===== config.mk =====
export PLATFORM = sky130hd
export DESIGN_NAME = multicycle_main_controller_flat
export DESIGN_NICKNAME = d
export VERILOG_FILES = /design/src/rtl/multicycle_main_controller_pkg.sv /design/src/rtl/multicycle_main_controller_if.sv /design/src/rtl/multicycle_main_controller_mem_wait_watchdog.sv /design/src/rtl/multicycle_main_controller.sv /design/src/flat_wrapper.sv
export SDC_FILE = /design/constraint.sdc
export NUM_CORES = 1
export LEC_CHECK = 0
export CORE_MARGIN = 3
export CORE_UTILIZATION = 39
export DETAILED_ROUTE_END_ITERATION = 16
export PLACE_DENSITY = 0.89
export SKIP_LAST_GASP = 1
export SLEW_MARGIN = 15
export SYNTH_ARGS = -nofsm -noshare
export SYNTH_HDL_FRONTEND = slang
export SYNTH_SLANG_ARGS = --single-unit

===== constraint.sdc =====
create_clock -name clk -period 2.85 [get_ports clk]
set_input_delay 0.4275 -clock clk [delete_from_list [all_inputs] [get_ports clk]]
set_output_delay 0.4275 -clock clk [all_outputs]
set_load 0.05 [all_outputs]

===== src/rtl/multicycle_main_controller_pkg.sv =====
// Shared constants for the multicycle MIPS main controller and ALU controller:
// opcodes, alu_op classes, FSM state codes, datapath mux select encodings.
// Optional build macro: CTRL_JAL_EN (adds the JAL state and opcode).
package multicycle_main_controller_pkg;

    // Opcodes (IR[31:26])
    localparam logic [5:0] OP_RTYPE = 6'b000000;
    localparam logic [5:0] OP_LW    = 6'b100011;
    localparam logic [5:0] OP_SW    = 6'b101011;
    localparam logic [5:0] OP_BEQ   = 6'b000100;
    localparam logic [5:0] OP_J     = 6'b000010;
    localparam logic [5:0] OP_ADDI  = 6'b001000;
    localparam logic [5:0] OP_JAL   = 6'b000011;

    // alu_op classes, decoded together with func by the ALU controller
    localparam logic [1:0] ALU_MTYPE = 2'b00;
    localparam logic [1:0] ALU_BTYPE = 2'b01;
    localparam logic [1:0] ALU_RTYPE = 2'b10;
    localparam logic [1:0] ALU_JTYPE = 2'b11;

    // FSM state codes
    localparam logic [3:0] S_FETCH     = 4'd0;
    localparam logic [3:0] S_DECODE    = 4'd1;
    localparam logic [3:0] S_MEM_ADDR  = 4'd2;
    localparam logic [3:0] S_MEM_RD    = 4'd3;
    localparam logic [3:0] S_MEM_WB    = 4'd4;
    localparam logic [3:0] S_MEM_WR    = 4'd5;
    localparam logic [3:0] S_R_EXEC    = 4'd6;
    localparam logic [3:0] S_R_WB      = 4'd7;
    localparam logic [3:0] S_BRANCH    = 4'd8;
    localparam logic [3:0] S_JUMP      = 4'd9;
    localparam logic [3:0] S_ADDI_EXEC = 4'd10;
    localparam logic [3:0] S_ADDI_WB   = 4'd11;
    localparam logic [3:0] S_JAL       = 4'd12;

    // Mux select encodings
    localparam logic       IORD_PC     = 1'b0;
    localparam logic       IORD_ALUOUT = 1'b1;
    localparam logic [1:0] DST_RT      = 2'b00;
    localparam logic [1:0] DST_RD      = 2'b01;
    localparam logic [1:0] DST_R31     = 2'b10;
    localparam logic [1:0] WD_ALUOUT   = 2'b00;
    localparam logic [1:0] WD_MDR      = 2'b01;
    localparam logic [1:0] WD_PC       = 2'b10;
    localparam logic       SRCA_PC     = 1'b0;
    localparam logic       SRCA_REG    = 1'b1;
    localparam logic [1:0] SRCB_REG    = 2'b00;
    localparam logic [1:0] SRCB_FOUR   = 2'b01;
    localparam logic [1:0] SRCB_IMM    = 2'b10;
    localparam logic [1:0] SRCB_IMMSH  = 2'b11;
    localparam logic [1:0] PCS_ALU     = 2'b00;
    localparam logic [1:0] PCS_ALUOUT  = 2'b01;
    localparam logic [1:0] PCS_JUMP    = 2'b10;

    // Decoded control word for one cycle
    typedef struct packed {
        logic       pc_write;
        logic       i_or_d;
        logic       mem_read;
        logic       mem_write;
        logic       ir_write;
        logic [1:0] reg_dst;
        logic [1:0] mem_to_reg;
        logic       reg_write;
        logic       alu_src_a;
        logic [1:0] alu_src_b;
        logic [1:0] alu_op;
        logic [1:0] pc_source;
    } ctrl_t;

    // States that stall on mem_ready
    function automatic logic is_wait_state(input logic [3:0] s);
        return (s == S_FETCH) || (s == S_MEM_RD) || (s == S_MEM_WR);
    endfunction

endpackage


===== src/rtl/multicycle_main_controller_if.sv =====
// Controller <-> datapath bundle: opcode/zero/mem_ready in, enables and selects out.
// master = controller side, slave = datapath/memory side.
interface multicycle_main_controller_if;

    logic [5:0] opcode;
    logic       zero;
    logic       mem_ready;
    logic       pc_write;
    logic       i_or_d;
    logic       mem_read;
    logic       mem_write;
    logic       ir_write;
    logic [1:0] reg_dst;
    logic [1:0] mem_to_reg;
    logic       reg_write;
    logic       alu_src_a;
    logic [1:0] alu_src_b;
    logic [1:0] alu_op;
    logic [1:0] pc_source;
    logic       illegal_op;
    logic       mem_timeout;
    logic [3:0] state_o;

    modport master (
        input  opcode, zero, mem_ready,
        output pc_write, i_or_d, mem_read, mem_write, ir_write,
        output reg_dst, mem_to_reg, reg_write, alu_src_a, alu_src_b,
        output alu_op, pc_source, illegal_op, mem_timeout, state_o
    );

    modport slave (
        output opcode, zero, mem_ready,
        input  pc_write, i_or_d, mem_read, mem_write, ir_write,
        input  reg_dst, mem_to_reg, reg_write, alu_src_a, alu_src_b,
        input  alu_op, pc_source, illegal_op, mem_timeout, state_o
    );

endinterface


===== src/rtl/multicycle_main_controller_mem_wait_watchdog.sv =====
// Counts consecutive stalled memory-wait cycles and flags a timeout.
// Ports: clk, rst_n, i_waiting (wait state with mem_ready low), o_mem_timeout.
module mem_wait_watchdog #(
    parameter int unsigned TIMEOUT_CYCLES = 0
) (
    input  logic clk,
    input  logic rst_n,
    input  logic i_waiting,
    output logic o_mem_timeout
);

    localparam logic        W_EN  = (TIMEOUT_CYCLES != 0);
    localparam int unsigned LIM   = (TIMEOUT_CYCLES != 0) ? TIMEOUT_CYCLES - 1 : 0;
    localparam logic [15:0] W_LIM = LIM[15:0];

    logic [15:0] r_cnt;

    assign o_mem_timeout = W_EN && i_waiting && (r_cnt == W_LIM);

    // Any cycle that is not a stalled wait is a state change or a
    // completed access, so the count restarts; a timeout also forces FETCH.
    always_ff @(posedge clk or negedge rst_n) begin
        if (!rst_n) begin
            r_cnt <= '0;
        end else if (!i_waiting || o_mem_timeout) begin
            r_cnt <= '0;
        end else begin
            r_cnt <= r_cnt + 16'd1;
        end
    end

endmodule


===== src/rtl/multicycle_main_controller.sv =====
// Main control FSM of the multicycle MIPS datapath (Moore, 4-bit state).
// Ports: clk, rst_n (async, active low), bus (controller_if master modport).
// Optional build macro: CTRL_JAL_EN enables opcode 000011 -> JAL state.
module multicycle_main_controller
    import multicycle_main_controller_pkg::*;
#(
    parameter int unsigned TIMEOUT_CYCLES = 0
) (
    input  logic                             clk,
    input  logic                             rst_n,
    multicycle_main_controller_if.master     bus
);

    logic [3:0] r_state;
    logic [3:0] w_next;
    ctrl_t      w_ctrl;
    logic       w_illegal;
    logic       w_waiting;
    logic       w_timeout;

    assign w_waiting = is_wait_state(r_state) && !bus.mem_ready;

    mem_wait_watchdog #(
        .TIMEOUT_CYCLES (TIMEOUT_CYCLES)
    ) u_wdog (
        .clk           (clk),
        .rst_n         (rst_n),
        .i_waiting     (w_waiting),
        .o_mem_timeout (w_timeout)
    );

    always_comb begin
        w_ctrl    = '0;
        w_next    = S_FETCH;
        w_illegal = 1'b0;
        unique case (r_state)
            S_FETCH: begin
                w_ctrl.mem_read  = 1'b1;
                w_ctrl.i_or_d    = IORD_PC;
                w_ctrl.alu_src_a = SRCA_PC;
                w_ctrl.alu_src_b = SRCB_FOUR;
                w_ctrl.alu_op    = ALU_MTYPE;
                w_ctrl.pc_source = PCS_ALU;
                w_ctrl.ir_write  = bus.mem_ready;
                w_ctrl.pc_write  = bus.mem_ready;
                w_next = bus.mem_ready ? S_DECODE : S_FETCH;
            end
            S_DECODE: begin
                w_ctrl.alu_src_a = SRCA_PC;
                w_ctrl.alu_src_b = SRCB_IMMSH;
                w_ctrl.alu_op    = ALU_MTYPE;
                unique case (1'b1)
                    bus.opcode == OP_RTYPE: w_next = S_R_EXEC;
                    bus.opcode == OP_LW,
                    bus.opcode == OP_SW:    w_next = S_MEM_ADDR;
                    bus.opcode == OP_BEQ:   w_next = S_BRANCH;
                    bus.opcode == OP_J:     w_next = S_JUMP;
                    bus.opcode == OP_ADDI:  w_next = S_ADDI_EXEC;
`ifdef CTRL_JAL_EN
                    bus.opcode == OP_JAL:   w_next = S_JAL;
`endif
                    default: begin
                        w_next    = S_FETCH;
                        w_illegal = 1'b1;
                    end
                endcase
            end
            S_MEM_ADDR: begin
                w_ctrl.alu_src_a = SRCA_REG;
                w_ctrl.alu_src_b = SRCB_IMM;
                w_ctrl.alu_op    = ALU_MTYPE;
                w_next = (bus.opcode == OP_LW) ? S_MEM_RD : S_MEM_WR;
            end
            S_MEM_RD: begin
                w_ctrl.mem_read = 1'b1;
                w_ctrl.i_or_d   = IORD_ALUOUT;
                w_next = bus.mem_ready ? S_MEM_WB : S_MEM_RD;
            end
            S_MEM_WB: begin
                w_ctrl.reg_write  = 1'b1;
                w_ctrl.reg_dst    = DST_RT;
                w_ctrl.mem_to_reg = WD_MDR;
            end
            S_MEM_WR: begin
                w_ctrl.mem_write = 1'b1;
                w_ctrl.i_or_d    = IORD_ALUOUT;
                w_next = bus.mem_ready ? S_FETCH : S_MEM_WR;
            end
            S_R_EXEC: begin
                w_ctrl.alu_src_a = SRCA_REG;
                w_ctrl.alu_src_b = SRCB_REG;
                w_ctrl.alu_op    = ALU_RTYPE;
                w_next = S_R_WB;
            end
            S_R_WB: begin
                w_ctrl.reg_write  = 1'b1;
                w_ctrl.reg_dst    = DST_RD;
                w_ctrl.mem_to_reg = WD_ALUOUT;
            end
            S_BRANCH: begin
                w_ctrl.alu_src_a = SRCA_REG;
                w_ctrl.alu_src_b = SRCB_REG;
                w_ctrl.alu_op    = ALU_BTYPE;
                w_ctrl.pc_source = PCS_ALUOUT;
                w_ctrl.pc_write  = bus.zero;
            end
            S_JUMP: begin
                w_ctrl.pc_source = PCS_JUMP;
                w_ctrl.pc_write  = 1'b1;
                w_ctrl.alu_op    = ALU_JTYPE;
            end
            S_ADDI_EXEC: begin
                w_ctrl.alu_src_a = SRCA_REG;
                w_ctrl.alu_src_b = SRCB_IMM;
                w_ctrl.alu_op    = ALU_MTYPE;
                w_next = S_ADDI_WB;
            end
            S_ADDI_WB: begin
                w_ctrl.reg_write  = 1'b1;
                w_ctrl.reg_dst    = DST_RT;
                w_ctrl.mem_to_reg = WD_ALUOUT;
            end
`ifdef CTRL_JAL_EN
            S_JAL: begin
                // PC already holds PC+4 from FETCH, so it is the link value
                w_ctrl.reg_write  = 1'b1;
                w_ctrl.reg_dst    = DST_R31;
                w_ctrl.mem_to_reg = WD_PC;
                w_ctrl.pc_source  = PCS_JUMP;
                w_ctrl.pc_write   = 1'b1;
                w_ctrl.alu_op     = ALU_JTYPE;
            end
`endif
            default: begin
                w_next    = S_FETCH;
                w_illegal = 1'b1;
            end
        endcase
        // Read/write requests stay as decoded; only the next state is overridden
        if (w_timeout) begin
            w_next = S_FETCH;
        end
    end

    always_ff @(posedge clk or negedge rst_n) begin
        if (!rst_n) begin
            r_state <= S_FETCH;
        end else begin
            r_state <= w_next;
        end
    end

    // Strobes are gated by rst_n so they drop the instant reset asserts
    assign bus.pc_write    = w_ctrl.pc_write & rst_n;
    assign bus.ir_write    = w_ctrl.ir_write & rst_n;
    assign bus.mem_read    = w_ctrl.mem_read & rst_n;
    assign bus.mem_write   = w_ctrl.mem_write & rst_n;
    assign bus.reg_write   = w_ctrl.reg_write & rst_n;
    assign bus.i_or_d      = w_ctrl.i_or_d;
    assign bus.reg_dst     = w_ctrl.reg_dst;
    assign bus.mem_to_reg  = w_ctrl.mem_to_reg;
    assign bus.alu_src_a   = w_ctrl.alu_src_a;
    assign bus.alu_src_b   = w_ctrl.alu_src_b;
    assign bus.alu_op      = w_ctrl.alu_op;
    assign bus.pc_source   = w_ctrl.pc_source;
    assign bus.illegal_op  = w_illegal;
    assign bus.mem_timeout = w_timeout;
    assign bus.state_o     = r_state;

endmodule


===== src/flat_wrapper.sv =====
// flat-port wrapper written by rule: the top's interface ports become plain ports
module multicycle_main_controller_flat import multicycle_main_controller_pkg::*;
#(
    parameter int unsigned TIMEOUT_CYCLES = 0
)
  (clk, rst_n, bus_opcode, bus_zero, bus_mem_ready, bus_pc_write, bus_i_or_d, bus_mem_read, bus_mem_write, bus_ir_write, bus_reg_dst, bus_mem_to_reg, bus_reg_write, bus_alu_src_a, bus_alu_src_b, bus_alu_op, bus_pc_source, bus_illegal_op, bus_mem_timeout, bus_state_o);
  multicycle_main_controller_if bus_i ();
  input  logic clk;
  input  logic rst_n;
  input wire logic [$bits(bus_i.opcode)-1:0] bus_opcode;
  input wire logic [$bits(bus_i.zero)-1:0] bus_zero;
  input wire logic [$bits(bus_i.mem_ready)-1:0] bus_mem_ready;
  output wire logic [$bits(bus_i.pc_write)-1:0] bus_pc_write;
  output wire logic [$bits(bus_i.i_or_d)-1:0] bus_i_or_d;
  output wire logic [$bits(bus_i.mem_read)-1:0] bus_mem_read;
  output wire logic [$bits(bus_i.mem_write)-1:0] bus_mem_write;
  output wire logic [$bits(bus_i.ir_write)-1:0] bus_ir_write;
  output wire logic [$bits(bus_i.reg_dst)-1:0] bus_reg_dst;
  output wire logic [$bits(bus_i.mem_to_reg)-1:0] bus_mem_to_reg;
  output wire logic [$bits(bus_i.reg_write)-1:0] bus_reg_write;
  output wire logic [$bits(bus_i.alu_src_a)-1:0] bus_alu_src_a;
  output wire logic [$bits(bus_i.alu_src_b)-1:0] bus_alu_src_b;
  output wire logic [$bits(bus_i.alu_op)-1:0] bus_alu_op;
  output wire logic [$bits(bus_i.pc_source)-1:0] bus_pc_source;
  output wire logic [$bits(bus_i.illegal_op)-1:0] bus_illegal_op;
  output wire logic [$bits(bus_i.mem_timeout)-1:0] bus_mem_timeout;
  output wire logic [$bits(bus_i.state_o)-1:0] bus_state_o;
  assign bus_i.opcode = bus_opcode;
  assign bus_i.zero = bus_zero;
  assign bus_i.mem_ready = bus_mem_ready;
  assign bus_pc_write = bus_i.pc_write;
  assign bus_i_or_d = bus_i.i_or_d;
  assign bus_mem_read = bus_i.mem_read;
  assign bus_mem_write = bus_i.mem_write;
  assign bus_ir_write = bus_i.ir_write;
  assign bus_reg_dst = bus_i.reg_dst;
  assign bus_mem_to_reg = bus_i.mem_to_reg;
  assign bus_reg_write = bus_i.reg_write;
  assign bus_alu_src_a = bus_i.alu_src_a;
  assign bus_alu_src_b = bus_i.alu_src_b;
  assign bus_alu_op = bus_i.alu_op;
  assign bus_pc_source = bus_i.pc_source;
  assign bus_illegal_op = bus_i.illegal_op;
  assign bus_mem_timeout = bus_i.mem_timeout;
  assign bus_state_o = bus_i.state_o;
  multicycle_main_controller #(.TIMEOUT_CYCLES(TIMEOUT_CYCLES)) u_core (.clk(clk), .rst_n(rst_n), .bus(bus_i));
endmodule

# == Yosys cells after proc, flatten, opt, wreduce, memory -nomap -nowiden ==
# Cells that the tools add are included.
# totals
mem_bits_rw,0
memories,0
reg_bits,4
wordCells,48
output_inout_bits,23
rom_bits,0
latch_bits,0
# op_classes
mux,17
bitwise_logic,5
reduce_logical,9
eq_ne,16
n_lt_le_gt_ge,0
multipliers,0
shift,0
div_mod_pow,0
addsub,0
# ops
op,count
case mux 4 bit (7 select lines),1
case mux 4 bit (5 select lines),1
== test 4 x 3 -> 1 bit (second input constant),4
== test 4 bit (second input constant),4
== test 6 bit (second input constant),2
case mux 3 bit (4 select lines),1
case mux 4 bit (3 select lines),1
OR reduction 11 bit,1
OR reduction 2 bit,5
2-to-1 mux 3 bit,3
== test 4 x 2 -> 1 bit (second input constant),2
== test 6 x 2 -> 1 bit (second input constant),1
== test 6 x 3 -> 1 bit (second input constant),1
== test 6 x 4 -> 1 bit (second input constant),1
logical NOT 6 bit,1
2-to-1 mux 1 bit,6
case mux 2 bit (3 select lines),1
OR reduction 6 bit,1
AND 1 bit,5
== test 4 x 1 -> 1 bit (second input constant),1
logical NOT 4 bit,1
case mux 2 bit (2 select lines),1
case mux 1 bit (3 select lines),1
case mux 1 bit (2 select lines),1

# == Depth between registers and ports, before layout ==
# logic_depth
depth_word,4
mapped_depth,6
depth_no_buf,4

# == Hierarchy ==
# From an unflattened synthesis, not the netlist that was laid out.
# unflattened
cells_unflattened,90
area_unflattened_um2,643.1
# by_module_without_submodules
mod,cells_each,instances,seq_area_each_um2,area_each_um2
multicycle_main_controller,88,1,100.1,631.9
mem_wait_watchdog,2,1,0.0,11.3

# == Least setup slack after synthesis ==
# No wires, ideal clock.
# synth_path
path_type,reg2out
start,"reg u_core.r_state[3], in the netlist u_core.bus.state_o[3]"
end,out bus_pc_write
setup_slack_ns,-0.306
stages_incl_launch_ff,5
n_path_buf,1
required_ns,2.423
arrival_ns,2.728
cell_sequence,dfrtp_1 -> clkbuf_1 -> o21ai_0 -> o21ai_0 -> nor4b_1
# synth_via
elab_chain_len,3
elab_cells_between_ends,5
cone_classes,eq/ne (2); mux (1); bitwise (1); reduce/logical (1)
# synth_lines
item,line_no,rtl
start: declaration,multicycle_main_controller.sv:14,logic [3:0] r_state;
start signal: assignment,multicycle_main_controller.sv:149,r_state <= w_next;
== test 4 bit / logical NOT 4 bit (equally long branches),multicycle_main_controller.sv:36,unique case (r_state)
case mux 1 bit (3 select lines) *,multicycle_main_controller.sv:36,
AND 1 bit *,multicycle_main_controller.sv:154,assign bus.pc_write = w_ctrl.pc_write & rst_n;
end: declaration,flat_wrapper.sv:13,output wire logic [$bits(bus_i.pc_write)-1:0] bus_pc_write;
# Every way passes the cells marked *; elsewhere a longest branch is shown, timed or not.

# == Worst setup path after layout ==
# layout_path
start,"reg u_core.r_state[0], in the netlist u_core.bus.state_o[0]"
end,out bus_alu_src_b[1]
# layout_via
elab_chain_len,3
elab_cells_between_ends,9
cone_classes,eq/ne (5); mux (1); reduce/logical (3)
# layout_lines
item,line_no,rtl
"== test 4 x 2 -> 1 bit, or another cell as far along",multicycle_main_controller.sv:36,
OR reduction 2 bit (no line),-,
case mux 3 bit (4 select lines) *,multicycle_main_controller.sv:36,
end: declaration,flat_wrapper.sv:22,output wire logic [$bits(bus_i.alu_src_b)-1:0] bus_alu_src_b;
# Marks and branches as above.

==> run summary <==
Status -> completed
Final min period -> 2.63 ns
Routability Congestion -> 0.808
Most frequent cells in the layout -> clkdlybuf4s50_1, nor2_1, a21oi_1, nand2b_1, buf_4
Max-Cap Viols -> 0
Power consumption -> 0.000306 W
Core box area -> 1220 sq um
Seq cells post-synth -> 4
Leakage power -> 0.320 nW
Power per Cell Area -> 364 nW/um^2
Diodes inserted -> 0
Width of the die -> 43.6 um
RSZ-0062 raised after global routing -> no
Clk_skew -> 0.00245 ns
CTS Sinks -> 4
Clk root buf -> clkbuf_4
Max VDD drop -> 0.289 mV
PostCTS Resize Cnt -> 0
Clock share of power -> 22.0%
Largest net degree at the start of global routing -> 15
Setup total negative slack -> 0 ns
Sequential standard cell area -> 100 sq um
Share of layout cells above drive strength 1 -> 14.7%
Avg WL per Cell -> 12.5 um
Synth warn -> 0
Vias in the first global route -> 576
Post-CTS Hold Buffers -> 0
Num CTS Buffers -> 3
Met3 Use GR -> 2.90%
Post-CTS Setup Bufs -> 0
Critical Path RT -> 2.42 ns
Starting Density -> 45.3%
Nets -> 121
Clock transition at path regs -> 0.04 ns
DRT Wirelength -> 1540 um
Mapped Area -> 551 sq um
Initial antenna violation count -> 0
FMAX -> 380 MHz
GR Layer Usage met1 -> 21.6%
Clk buf depth -> 2
Final period util -> 92.4%
Remaining DRCs -> 0
Die Ht -> 43.6 um
Max FFs per register -> 4
Worst Tran Pin Value -> 0.507 ns
Met2 usage -> 29.7%
Post-synthesis sequential area ratio -> 18.2%
Crit path kind -> reg2out
Finish-stage setup viols -> 0
CTS H-Tree Depth -> 1
Total gr overflow -> 0
GRT busiest layer -> met2
Skew-Pair Late Insertion Delay -> 0.23 ns
Placed cell areas -> 817 sq um
Area Growth Syn to Fin -> 52.5%
Synthesized instance count -> 85
Final Hold Fails -> 0
Worst setup EP type -> primary output
Top Ports -> 33
First-pass GRT wire length -> 2550 um
Psw -> 0.000141 W
FILL cells -> 114
CTS tree -> done
Syn Area/Cell -> 6.48 sq um
Fin area -> 840 sq um
Pint -> 0.000165 W
Comb power frac -> 55.1%
Die area -> 1900 sq um
Relative slew margins -> 66.1%
IO Port Bufs -> 29
ANT nets after route -> 0
DRT Pass-1 Iters -> 4
Synth unique cells -> 31
DR vias -> 672
Vias per std cell -> 5.46
Crit-path max FO -> 12
Seq pwr share -> 22.9%
Commonest non-fill, non-tap cell in the layout -> clkdlybuf4s50_1
Hpwl dp -> 1200 um
# rows -> 12
Switching portion of total power -> 46.1%
Final slew viol count -> 0
Hold crit path type -> in2async
FF-to-FF path depth -> 4
CP arrival -> 2.20 ns
Area of the multi-input gates -> 409 sq um
Initial drt markers -> 20
Startpoint types -> flip-flop
All-Layer GR Usage -> 17.0%
-- per-layer routing --
layer	wire, um	share of wire (%)
met1	654	43
met2	778	51
met3	106	6.9
met4	0	0
met5	0	0
-- cell type report --
type / count / share of cell area [%]
timing repair buffer: 30 / 33.7
sequential: 4 / 11.9
clock buffer: 3 / 2.68
tap: 14 / 2.09
inverter: 2 / 0.894
multi-input combinational: 70 / 48.7
-- final timing paths --
kind	from	to	slack [ns]
max in group asynchronous	rst_n	u_core.bus.state_o[2]	2.25
min in group clk	u_core.bus.state_o[3]	u_core.bus.state_o[2]	0.75
min	rst_n	u_core.bus.state_o[0]	0.41
min reg2reg	u_core.bus.state_o[3]	u_core.bus.state_o[2]	0.75
max reg2reg	u_core.bus.state_o[3]	u_core.bus.state_o[1]	1.24
max	u_core.bus.state_o[0]	bus_alu_src_b[1]	0.22
-- synthesized netlist by cell type, drive strengths merged --
library cell / number / area share, %
nor4b: 2 / 3.2
o22a: 1 / 1.6
a22oi: 1 / 1.4
or3: 1 / 1.1
o22ai: 1 / 1.1
o32ai: 1 / 1.6
inv: 2 / 1.4
and3: 1 / 1.4
xnor2: 2 / 3.2
dfrtp: 4 / 18
nand2: 6 / 4.1
o21ai: 8 / 8.0
o211ai: 1 / 1.4
or2: 1 / 1.1
nor3: 6 / 5.5
conb: 1 / 0.68
or3b: 1 / 1.6
nand2b: 7 / 8.0
buf: 4 / 4.8
mux2: 1 / 2.0
nor4: 3 / 3.4
or4: 1 / 1.4
nor2: 11 / 7.5
a21oi: 8 / 7.3
clkbuf: 7 / 5.0
o311ai: 1 / 1.6
nor3b: 2 / 2.7
-- stage by stage --
stage                     utilization (%)  hold slack, ns  std cells  worst slack (ns)
after floorplan                         -           0.132         87             0.152
after global placement               67.2           0.645        120             0.524
after detailed placement             67.2           0.654        120             0.478
after CTS                            69.0           0.411        123             0.208
after global routing                 69.0           0.429        123            0.0537
final                                69.0           0.414        123             0.218
-- power groups by stage --
stage	Sequential (W)	Combinational (W)	Clock, W
floorplan	0.0000758	0.000113	0
global placement	0.0000696	0.000168	0
detailed placement	0.0000706	0.000169	0
CTS	0.0000700	0.000169	0.0000707
global route	0.0000711	0.000181	0.0000764
finish	0.0000701	0.000168	0.0000674
-- worst max-delay path, cell delays in order (launching register included) --
cell and delay [ns]:
dfrtp_1 0.52, nand2b_1 0.23, nor2_1 0.17, inv_1 0.08, a21oi_1 0.15, clkdlybuf4s50_1 0.82
-- kinds of logic (layout without fill, tap and decap cells) --
kind of cell / Yosys count / after routing / share of synthesized area [%]
simple gates: 42 / 42 / 40.9
compound gates: 22 / 22 / 23.9
buf+inv: 13 / 35 / 11.1
flops: 4 / 4 / 18.2
xor+xnor: 2 / 2 / 3.18
other cells: 1 / 3 / 0.681
mux: 1 / 1 / 2.05
(Power assumes the default switching activity.)
